### config.mk
export PLATFORM = sky130hd
export DESIGN_NAME = uart_receiver
export DESIGN_NICKNAME = d
export VERILOG_FILES = /design/src/rtl/uart_receiver.sv
export SDC_FILE = /design/constraint.sdc
export NUM_CORES = 1
export LEC_CHECK = 0
export ABC_AREA = 1
export ABC_CLOCK_PERIOD_IN_PS = 1700
export CAP_MARGIN = 30
export CORE_ASPECT_RATIO = 0.6
export CORE_MARGIN = 1
export CORE_UTILIZATION = 57
export CTS_CLUSTER_SIZE = 16
export DETAILED_ROUTE_END_ITERATION = 8
export DONT_BUFFER_PORTS = 1
export GPL_TIMING_DRIVEN = 0
export PLACE_DENSITY = 0.74
export SYNTH_ARGS = -nofsm -noshare
export SYNTH_HDL_FRONTEND = slang
export SYNTH_SLANG_ARGS = --single-unit
### constraint.sdc
create_clock -name clk_i -period 1.7 [get_ports clk_i]
set_input_delay 0.17 -clock clk_i [delete_from_list [all_inputs] [get_ports clk_i]]
set_output_delay 0.17 -clock clk_i [all_outputs]
set_load 0.01 [all_outputs]
### src/rtl/uart_receiver.sv
// UART receiver: 2-flop line synchronizer, oversampled bit-centre sampling,
// 5..8 data bits, optional even/odd parity, 1 or 2 stop bits, registered RTS.
module uart_receiver #(
  parameter int OVERSAMPLE = 16
) (
  input  logic        clk_i,
  input  logic        rst_i,
  input  logic        enable_i,
  input  logic [14:0] clock_divider_i,
  input  logic [1:0]  data_bits_i,
  input  logic        stop_bits_i,
  input  logic        parity_enable_i,
  input  logic        parity_mode_i,
  input  logic        flow_control_i,
  input  logic        fifo_full_i,
  input  logic        rx_i,
  output logic        rts_n_o,
  output logic [7:0]  data_o,
  output logic        valid_o,
  output logic        parity_error_o,
  output logic        frame_error_o,
  output logic        busy_o
);

  localparam int TW = $clog2(OVERSAMPLE);
  localparam logic [TW-1:0] HALF = TW'(OVERSAMPLE/2 - 1);
  localparam logic [TW-1:0] FULL = TW'(OVERSAMPLE - 1);

  typedef enum logic [2:0] {IDLE, START, DATA, PARITY, STOP, DONE} state_t;

  state_t        state, state_nx;
  logic          rx_s1, rx_s2;
  logic [14:0]   div_cnt, div_r;
  logic [TW-1:0] tick_cnt;
  logic [2:0]    bit_cnt;
  logic [7:0]    shift_r;
  logic          par_acc, par_err, frm_err;
  logic [1:0]    dbits_r;
  logic          stop2_r, par_en_r, par_odd_r;
  logic          armed;
  logic          tick, sample, last_data, last_stop, start;

  // A start needs the line to have been seen high in IDLE (or at the end of
  // the previous frame), so a held-low break line cannot retrigger frames.
  assign start     = (state == IDLE) && enable_i && armed && !rx_s2;
  assign tick      = (state != IDLE) && (div_cnt == div_r);
  assign sample    = tick && (tick_cnt == ((state == START) ? HALF : FULL));
  assign last_data = (bit_cnt == {1'b1, dbits_r});
  assign last_stop = (bit_cnt == {2'b00, stop2_r});
  assign valid_o   = (state == DONE);
  assign busy_o    = (state != IDLE);

  // FSM state register
  always_ff @(posedge clk_i) begin
    if (rst_i) state <= IDLE;
    else       state <= state_nx;
  end

  // FSM next-state; losing enable aborts any frame without a strobe
  always_comb begin
    state_nx = state;
    case (state)
      IDLE:    if (start) state_nx = START;
      START:   if (sample) state_nx = rx_s2 ? IDLE : DATA;
      DATA:    if (sample && last_data) state_nx = par_en_r ? PARITY : STOP;
      PARITY:  if (sample) state_nx = STOP;
      STOP:    if (sample && last_stop) state_nx = DONE;
      DONE:    state_nx = IDLE;
      default: state_nx = IDLE;
    endcase
    if (!enable_i) state_nx = IDLE;
  end

  // Line synchronizer and start-arming flag
  always_ff @(posedge clk_i) begin
    if (rst_i) begin
      rx_s1 <= 1'b1;
      rx_s2 <= 1'b1;
      armed <= 1'b1;
    end else begin
      rx_s1 <= rx_i;
      rx_s2 <= rx_s1;
      case (state)
        IDLE:    armed <= start ? 1'b0 : (armed | rx_s2);
        DONE:    armed <= rx_s2;
        default: armed <= 1'b0;
      endcase
    end
  end

  // Frame datapath: config capture, tick/bit counters, shift and error tracking
  always_ff @(posedge clk_i) begin
    if (rst_i) begin
      div_cnt   <= '0;
      div_r     <= '0;
      tick_cnt  <= '0;
      bit_cnt   <= '0;
      shift_r   <= '0;
      par_acc   <= 1'b0;
      par_err   <= 1'b0;
      frm_err   <= 1'b0;
      dbits_r   <= '0;
      stop2_r   <= 1'b0;
      par_en_r  <= 1'b0;
      par_odd_r <= 1'b0;
    end else if (start) begin
      div_r     <= clock_divider_i;
      dbits_r   <= data_bits_i;
      stop2_r   <= stop_bits_i;
      par_en_r  <= parity_enable_i;
      par_odd_r <= parity_mode_i;
      div_cnt   <= '0;
      tick_cnt  <= '0;
      bit_cnt   <= '0;
      shift_r   <= '0;
      par_acc   <= 1'b0;
      par_err   <= 1'b0;
      frm_err   <= 1'b0;
    end else if (state != IDLE) begin
      div_cnt <= tick ? '0 : div_cnt + 15'd1;
      if (tick) tick_cnt <= sample ? '0 : tick_cnt + 1'b1;
      if (sample) begin
        case (state)
          DATA: begin
            shift_r[bit_cnt] <= rx_s2;
            par_acc          <= par_acc ^ rx_s2;
            bit_cnt          <= last_data ? 3'd0 : bit_cnt + 3'd1;
          end
          PARITY: if (rx_s2 != (par_acc ^ par_odd_r)) par_err <= 1'b1;
          STOP: begin
            if (!rx_s2) frm_err <= 1'b1;
            bit_cnt <= last_stop ? 3'd0 : bit_cnt + 3'd1;
          end
          default: ;
        endcase
      end
    end
  end

  // Result registers load on entry to DONE and hold until the next frame;
  // the final stop sample is folded in directly since frm_err lags it.
  always_ff @(posedge clk_i) begin
    if (rst_i) begin
      data_o         <= 8'h00;
      parity_error_o <= 1'b0;
      frame_error_o  <= 1'b0;
    end else if (state == STOP && state_nx == DONE) begin
      data_o         <= shift_r;
      parity_error_o <= par_err;
      frame_error_o  <= frm_err | !rx_s2;
    end
  end

  // Registered request-to-send
  always_ff @(posedge clk_i) begin
    if (rst_i) rts_n_o <= 1'b1;
    else       rts_n_o <= !(flow_control_i && enable_i && !fifo_full_i);
  end

endmodule

==> impl_metrics.py <==
metrics = {
    "status": {
        "outcome": "complete, but fails checks",
        "violations": "hold timing, setup timing",
    },
    "global_routing": {
        "grt_pass1_vias": 2829,
        "use_met2_pct": 43.93,
        "grt_max_degree": 12,
        "grt_pass1_wl_um": 13940,
        "busiest_layer": "met1",
        "grt_overflow": 0,
        "use_met1_pct": 46.23,
        "antenna_found_initial": 0,
        "met3_usage_pct": 8.173,
        "grt.total_usage_pct": 31.28,
    },
    "drt": {
        "drt_iter0_drc": 444,
        "first_pass_iters": 5,
        "wirelength_um": 12850,
        "drc_errors": 0,
        "dr_total_vias": 3818,
        "ant_nets": 0,
        "vias_per_cell": 6.032,
        "wl_per_cell_um": 20.30,
    },
    "clock_network": {
        "cts_sinks": 70,
        "cts_root_buffer": "clkbuf_8",
        "cts_tree": "yes",
        "clk_pin_slew_ns": 0.07,
        "cts_buffers": 9,
        "clock_path_buffers": 2,
        "htreeDepth": 3,
        "insertion_delay_ns": 0.38,
    },
    "pwr": {
        "pwr-share-seq_pct": 47.2,
        "ir_drop_v": 0.0005194,
        "internal_power_w": 0.002630,
        "power.density_nw_per_um2": 735.4,
        "clkPwrFrac_pct": 44.0,
        "leakagePower_nw": 2.033,
        "p_total_w": 0.003529,
        "p_sw_w": 0.0008992,
        "combinationalPowerShare_pct": 8.8,
        "switching_share_pct": 25.48,
    },
    "floorplan": {
        "ioPinCount": 39,
        "dieArea_um2": 6244,
        "chipHeight_um": 61.61,
        "num_rows": 21,
        "dieWidth_um": 101.4,
        "initial_core_util_pct": 59.76,
        "coreArea_um2": 5649,
    },
    "synthesis": {
        "syn_inst": 482,
        "yosysSeqAreaShare_pct": 41.51,
        "ys_async_sr_fraction_pct": 0,
        "synth_top_area_share_pct": 41.51,
        "yosys.area.top_type": "dfxtp_1",
        "ys.flop_type": "dfxtp_1",
        "synth_edf_count": 0,
        "synth-seq-cells": 70,
        "ys_warn_count": 0,
        "synth_cell_types": 38,
        "synthTopCellsByArea": "dfxtp_1, nand2_1, nor2_1, inv_1, a21oi_1",
        "netlist_area_um2": 3376,
        "synth.avg_cell_area_um2": 7.004,
        "syn_nets": 511,
    },
    "critical_path": {
        "critPathMaxFanout": 7,
        "crit_path_frequent_cell": "nand2_1",
        "required_ns": 2.00,
        "worstSetupPathType": "reg -> reg",
        "r2r_slack_ns": -0.47,
        "cpPeakStageDelay_ns": 0.42,
        "critPathLaunchType": "flop",
        "r2r_cells": 15,
        "cp_slowest_cell": "dfxtp_4",
        "critPathCaptureType": "flop",
        "worstPathCellList": "inv_6, nand2_8, inv_8, nor2_1, nand2_1, nor2_4, nand2_1, clkinv_1, nand3_2, nand2_2, nand3_4, buf_4, nand3_1, nand2_1, nor2_1",
        "crit_arrival_ns": 2.47,
    },
    "final_layout": {
        "insertedDiodeCount": 0,
        "final_nets": 577,
        "area_growth_pct": 42.14,
        "final_cell_area_um2": 4798,
        "drive_gt1_share_pct": 38.52,
    },
    "flow_run": {
        "drv_cap": 0,
    },
    "sta": {
        "finClkSkew_ns": 0.01492,
        "setup_tns_ns": -9.784,
        "relSlewSlack_pct": 51.13,
        "slew_viol_final": 0,
        "finalSetupViolations": 45,
        "rsz0062_at_grt": "true",
        "period_needed_ns": 2.169,
        "hold_violations": 2,
        "fmax_mhz": 461.1,
        "tightest_slew_ns": 0.7330,
        "setup_slack_ns": -0.4687,
        "post-route-period-util_pct": 127.6,
        "whs_ns": -0.01284,
    },
    "placement": {
        "placed_area_um2": 3496,
        "place_congestion": 0.9005,
        "place.detailed.hpwl_um": 6037,
        "io_buffer_count": 0,
    },
    "min_path": {
        "hold_path_class": "in -> reg",
        "hold_depth": 2,
    },
}
[what timing repair did]
action | CTS | global route
gates cloned | 1 | 1
gates resized for setup | 62 | 126
endpoints found under the hold margin | 19 | 0
pin swaps | 14 | 40
hold buffers | 15 | 0
setup buffers | 13 | 26
endpoints found under the setup margin | 58 | 56
[placed cells by master, fill, tap and decap left out, types with 3 or more instances in the layout]
master         instances
a21oi_1               29
a21oi_2                7
buf_4                 32
buf_6                  8
clkbuf_1               5
clkbuf_8              10
dfxtp_1               46
dfxtp_2               16
dfxtp_4                8
dlygate4sd3_1         15
inv_1                 51
inv_2                 17
inv_4                  5
nand2_1               76
nand2_2               22
nand2_8                4
nand3_1                3
nand3_2                3
nand3_4                3
nand4_1                6
nor2_1                49
nor2_2                16
nor2_4                14
nor3_1                11
nor3_2                 8
nor3_4                 3
nor4_4                 3
o211ai_1               3
o21ai_0               12
o21ai_1               13
o21ai_2                3
xor2_1                10
[cell type report]
type	instances	area, µm²
well taps	80	100.1
clock buffers	12	145.1
fillers	303	850.8
inverters	76	310.3
plain buffers	9	63.81
clock inverters	4	70.07
flip-flops and latches	70	1451
multi-input cells	326	2135
repair buffers	56	523.0
[kinds of logic (layout without fill, tap and decap cells)]
logic type	Yosys count	in the layout	share of synthesized area (%)
and+or+nand+nor	234	234	32.06
buffers and inverters	86	157	9.896
AOI/OAI and AO/OA	78	78	12.56
DFF	70	70	41.51
xor gates and xnor gates	11	11	2.854
adders and majority gates	3	3	1.112
[stage by stage]
stage               utilization, %  setup slack, ns  cells
detailed placement           61.88          -0.6143    562
global route                 84.94          -0.5207    633
CTS                          74.00          -0.1842    607
global placement             61.88          -0.5932    562
finish                       84.94          -0.4687    633
floorplan                        -         -0.02444    482
[critical path, delay by kind of cell, from the launching register on]
kind	cells	cell delay [ns]
buffers and inverters	4	0.38
DFF	1	0.42
and+or+nand+nor	11	1.28
[power groups by stage]
stage	registers, W	logic (W)	clock network (W)
finish	0.00167	0.000309	0.00155
global route	0.00167	0.000325	0.00160
CTS	0.00167	0.000214	0.00152
detailed placement	0.00171	0.000158	0
global placement	0.00171	0.000155	0
floorplan	0.00171	0.000120	0
[sequential cells by signal, indices dropped and copies added, names as in the netlist, 2 cells and up]
name / count
div_cnt: 15
dbits_r: 2
shift_r: 8
tick_cnt: 4
bit_cnt: 3
state: 3
div_r: 15
data_o: 8
[synth_stat cells, types with 2 or more instances]
cell type	n
ha_1	3
nand2_2	2
nand3_1	8
or2_2	2
buf_2	3
nand2_4	3
a31oi_1	2
nor3_2	2
nand4_1	6
o21ai_1	2
dfxtp_1	70
nor2_1	74
o211ai_1	3
xor2_1	10
nor3b_1	3
a21oi_1	37
a211oi_1	2
clkinv_1	2
o21ai_0	26
inv_1	57
nor2_8	2
nor2_2	3
nand4_2	2
nor4_1	4
inv_2	17
o31ai_1	2
nand2_1	99
nor2_4	2
nor3_1	20
clkbuf_1	6
[per-layer routing]
layer | vias up | routed length (µm)
met2 | 331 | 5647
met1 | 1736 | 4837
met4 | 0 | 621
met5 | - | 0
met3 | 84 | 1746
li1 | 1667 | -
[worst paths after layout]
kind                  startpoint            end
max                     state[2]  frame_error_o
min          clock_divider_i[12]      div_r[12]
max reg2reg             state[2]  frame_error_o
min reg2reg                rx_s1          rx_s2
No activity file was read; power rests on OpenSTA's default activity.
